<file path="src/rtl/seq_pc_update_pkg.sv">
// Shared Y86-64 definitions used by the SEQ processor stages.
//   word_w  : architectural word width in bits
//   icode_t : instruction code encodings (4'hC-4'hF are invalid, no entry)
package seq_pc_update_pkg;

  localparam int unsigned WORD_W = 64;

  typedef enum logic [3:0] {
    I_HALT   = 4'h0,
    I_NOP    = 4'h1,
    I_RRMOVQ = 4'h2,
    I_IRMOVQ = 4'h3,
    I_RMMOVQ = 4'h4,
    I_MRMOVQ = 4'h5,
    I_OPQ    = 4'h6,
    I_JXX    = 4'h7,
    I_CALL   = 4'h8,
    I_RET    = 4'h9,
    I_PUSHQ  = 4'hA,
    I_POPQ   = 4'hB
  } icode_t;

endpackage

</file>
<file path="src/rtl/seq_pc_update.sv">
// SEQ Y86-64 PC-update stage. Selects the next program counter from the
// current instruction's outcome and registers it for the fetch stage.
// Ports:
//   clk   : clock, rising edge
//   rst   : synchronous active-high reset, forces newPC to 0
//   PC    : PC of the executing instruction (held on halt/invalid)
//   icode : instruction code
//   cnd   : branch condition, used only by jXX
//   valC  : constant word (jump/call target)
//   valM  : memory read value (ret address)
//   valP  : address of the sequentially next instruction
//   newPC : registered next PC
module seq_pc_update
  import seq_pc_update_pkg::*;
(
  input  logic              clk,
  input  logic              rst,
  input  logic [WORD_W-1:0] PC,
  input  logic [3:0]        icode,
  input  logic              cnd,
  input  logic [WORD_W-1:0] valC,
  input  logic [WORD_W-1:0] valM,
  input  logic [WORD_W-1:0] valP,
  output logic [WORD_W-1:0] newPC
);

  logic [WORD_W-1:0] nextPC;

  always_comb begin
    nextPC = PC;
    case (icode)
      I_CALL:   nextPC = valC;
      I_JXX:    nextPC = cnd ? valC : valP;
      I_RET:    nextPC = valM;
      I_HALT:   nextPC = PC;
      I_NOP, I_RRMOVQ, I_IRMOVQ, I_RMMOVQ, I_MRMOVQ, I_OPQ, I_PUSHQ, I_POPQ:
                nextPC = valP;
      // Invalid codes hold the PC; the status logic raises the exception.
      default:  nextPC = PC;
    endcase
  end

  always_ff @(posedge clk) begin
    if (rst) newPC <= '0;
    else     newPC <= nextPC;
  end

endmodule

</file>
<file path="config.mk">
export PLATFORM = sky130hd
export DESIGN_NAME = seq_pc_update
export DESIGN_NICKNAME = d
export VERILOG_FILES = /design/src/rtl/seq_pc_update_pkg.sv /design/src/rtl/seq_pc_update.sv
export SDC_FILE = /design/constraint.sdc
export NUM_CORES = 1
export LEC_CHECK = 0
export ABC_AREA = 1
export BUFFER_PORTS_ARGS = -buffer_cell sky130_fd_sc_hd__buf_2
export CAP_MARGIN = 20
export CORE_MARGIN = 5
export CORE_UTILIZATION = 40
export CTS_BUF_LIST = sky130_fd_sc_hd__clkbuf_16
export DETAILED_ROUTE_END_ITERATION = 6
export PLACE_DENSITY = 0.76
export SLEW_MARGIN = 20
export SYNTH_ARGS = -nofsm -noshare
export SYNTH_HDL_FRONTEND = slang
export SYNTH_SLANG_ARGS = --single-unit
</file>
<file path="constraint.sdc">
create_clock -name clk -period 1.2 [get_ports clk]
set_input_delay 0.18 -clock clk [delete_from_list [all_inputs] [get_ports clk]]
set_output_delay 0.18 -clock clk [all_outputs]
set_load 0.005 [all_outputs]
</file>
==> impl_metrics.yaml <==
logic_synthesis:
  yosys-mux-area-fraction: 0
  netlist_instances: 1191
  synthesis.area_um2: 6080
  synth_top_family_by_area: "simple AND/OR/NAND/NOR gates"
  ys_seq_area_frac: 0.211
  synth-compound-area-share: 0.00124
  synthTopCellsByArea: "nand2_1 (24%), dfxtp_1 (21%), nand3_1 (21%)"
  yosysWarnings: 0
  avgSynthCellArea_um2: 5.10
  synth_adder_area_share: 0
  syn-num-nets: 1454
  ys_ff_latch: 64
  synthSimpleGateAreaFrac: 0.606
  synth_xor_area_frac: 0
  synth_top_area_share: 0.243
  synth.distinct_cells: 18
  yosys.area.top_type: "nand2_1"
layout:
  largest_register_ffs: 64
  top_register: "newPC"
  nets: 1768
  top_regs: "newPC x64"
  register_area_um2: 1280
  multi_input_area_um2: 3750
  area_growth_syn_to_layout_pct: 46.6
  fillCellCount: 1522
  layout-drive-gt1-share: 0.272
  fin_cells: 1701
worst_setup_path:
  required_ps: 1430
  critPathKind: "input pin to register"
  crit_family: "buffers and inverters"
  arrival_ps: 1370
  cp_slowest_stage_delay_ps: 190
  crit_slowest_cell: "clkbuf_16"
  critPathLaunchType: "input pin"
  cp-end-kind: "register"
  worst_path_most_repeated_cell: "nor2_1"
  cp_cell_sequence: "buf_2 > clkinvlp_4 > buf_6 > nand4_1 > buf_12 > clkbuf_16 > nor2_1 > nor2_1 > nand3_1 > nand2_1 > inv_1"
  critical_path_buf_inv_count: 6
  worst-path-stages: 11
  crit_path_max_fanout: 18
detailed_routing:
  antenna_left: 0
  wl_mm: 26.5
  wl_per_cell_um: 15.6
  first_pass_iters: 5
  drt_iter0_drc: 651
  vias_per_cell: 4.99
  drc_errors: 0
  vias: 8489
global_routing:
  antenna_found_initial: 5
  track_usage: 0.262
  grt_pass1_vias: 7677
  grt-ovfl-total: 0
  grt_busiest_layer: "met2"
  grt_use_met1: 0.316
  use_met3: 0.0718
  grt_pass1_wl_mm: 37.9
  grtUsageMet2: 0.440
  grt_max_degree: 38
floorplan:
  die_h_um: 133
  die-area_um2: 17800
  core-area_um2: 15000
  rows: 45
  num_io_pins: 327
  start_util: 0.404
  die_w_um: 133
clock_network:
  clk_pin_slew_ps: 60
  cts_buffer_depth: 2
  clock_sinks: 64
  cts_max_level: 3
  cts_root_buffer: "clkbuf_16"
  cts_tree: "yes"
  cts_buffers: 9
hold_path:
  hp-start: "valP[21]"
  min_path_cells: 5
  hold_end: "newPC[21]"
  hold_path.class: "input pin to register"
sta:
  tns_ps: 0
  slew_viol_final: 0
  maxSlewHeadroom: 0.732
  grt_setup_unrepaired: "true"
  timing_hold_violations_final: 0
  setup_viol: 0
  max_freq_mhz: 874
  post-route-period-util: 0.954
  finalWorstSetupSlack_ps: 55.3
  period_needed_ps: 1140
  worstMarginPinSlew_ps: 401
power_and_ir_drop:
  pwr-share-clk: 0.312
  powerDensity_nw_per_um2: 857
  power.net_switching_w: 0.00262
  internal_power_w: 0.00501
  p_comb_frac: 0.373
  p_sw_frac: 0.343
  peakVddDrop_v: 0.000620
  pwr-share-seq: 0.316
  leakage_nw: 5.58
placement:
  port_buffers: 326
  dp.cells: 1667
  dp_hpwl_mm: 18.2
  globalplace.congestion: 0.883
  place_ws_ps: -338
job:
  maxCapViolCount: 0
run_status:
  status: "finished, final reports clean"
placed cells by master (no fill, tap or decap):
master        n
clkinvlp_4    1
nor3_2        1
nor2_2        2
clkbuf_16    19
buf_2       325
nand2_1     392
diode_2       3
clkinv_2      4
buf_4        13
buf_6         3
nand2_2       2
inv_2         2
nor2_1      129
nand3_1     253
inv_1       176
nand2_8       1
buf_16        3
clkbuf_4      1
dfxtp_1      64
buf_12       26
nand4_1       1
o21bai_4      1
clkinv_1     24
nor2_4        6
and2_0       61
metal layers:
layer  part of all wire  wire length, µm  up-vias
met5             0.0012               32        -
met4              0.034              911        4
met3               0.12             3100       75
met2               0.46            12100      499
met1               0.39            10400     3707
li1                   -                -     4204
area by class of cell:
type | count | share of cell area
Multi-Input combinational cell | 849 | 0.421
Inverter | 200 | 0.0847
Clock buffer | 9 | 0.0253
Clock inverter | 7 | 0.00351
Timing Repair Buffer | 381 | 0.294
Antenna cell | 3 | 0.000843
Sequential cell | 64 | 0.144
Tap cell | 188 | 0.0264
kinds of logic (layout without fill, tap and decap cells):
family                 Yosys count  after routing
other                            0              3
flip-flops                      64             64
buffers and inverters          278            597
AO/OA/AOI/OAI                    1              1
AND/OR/NAND/NOR                848            848
power groups by stage:
stage / combinational, W / sequential [W] / clock, W
3_5_place_dp: 0.00260 / 0.00245 / 0
5_1_grt: 0.00314 / 0.00242 / 0.00252
3_3_place_gp: 0.00257 / 0.00245 / 0
6_report: 0.00284 / 0.00241 / 0.00238
4_1_cts: 0.00261 / 0.00241 / 0.00241
2_1_floorplan: 0.00132 / 0.00247 / 0
synth_stat cells:
cell,number
nand3_1,253
dfxtp_1,64
clkinv_1,24
nor2_2,6
inv_2,2
and2_0,61
nand4_1,1
buf_1,12
o21bai_1,1
clkbuf_1,32
inv_1,174
nand2_1,394
nor2_1,130
nor2_4,1
nand2_2,1
buf_2,26
buf_4,8
nor3_1,1
timing repair:
action                     in CTS  in global routing
setup endpoints to repair       0                 64
resized for setup               0                 14
hold buffers                    0                  0
buffers inserted                0                  5
worst max-delay path by stage:
stage	slack, ps	startpoint	endpoint
3_5_place_dp	-340	icode[3]	newPC[27]
5_1_grt	-30	icode[3]	newPC[3]
6_report	60	icode[3]	newPC[9]
3_3_place_gp	-310	icode[3]	newPC[27]
2_1_floorplan	-110	icode[2]	newPC[11]
4_1_cts	20	icode[3]	newPC[27]
per-stage QoR:
| stage | hold slack, ps | power, W | area (µm²) | util |
|---|---|---|---|---|
| floorplan | 387 | 0.00379 | 6110 | - |
| global placement | 491 | 0.00502 | 8240 | 0.548 |
| detailed placement | 498 | 0.00505 | 8240 | 0.548 |
| CTS | 142 | 0.00743 | 8490 | 0.565 |
| global route | 167 | 0.00808 | 8900 | 0.592 |
| finish | 155 | 0.00763 | 8900 | 0.592 |
(Power assumes the default switching activity.)
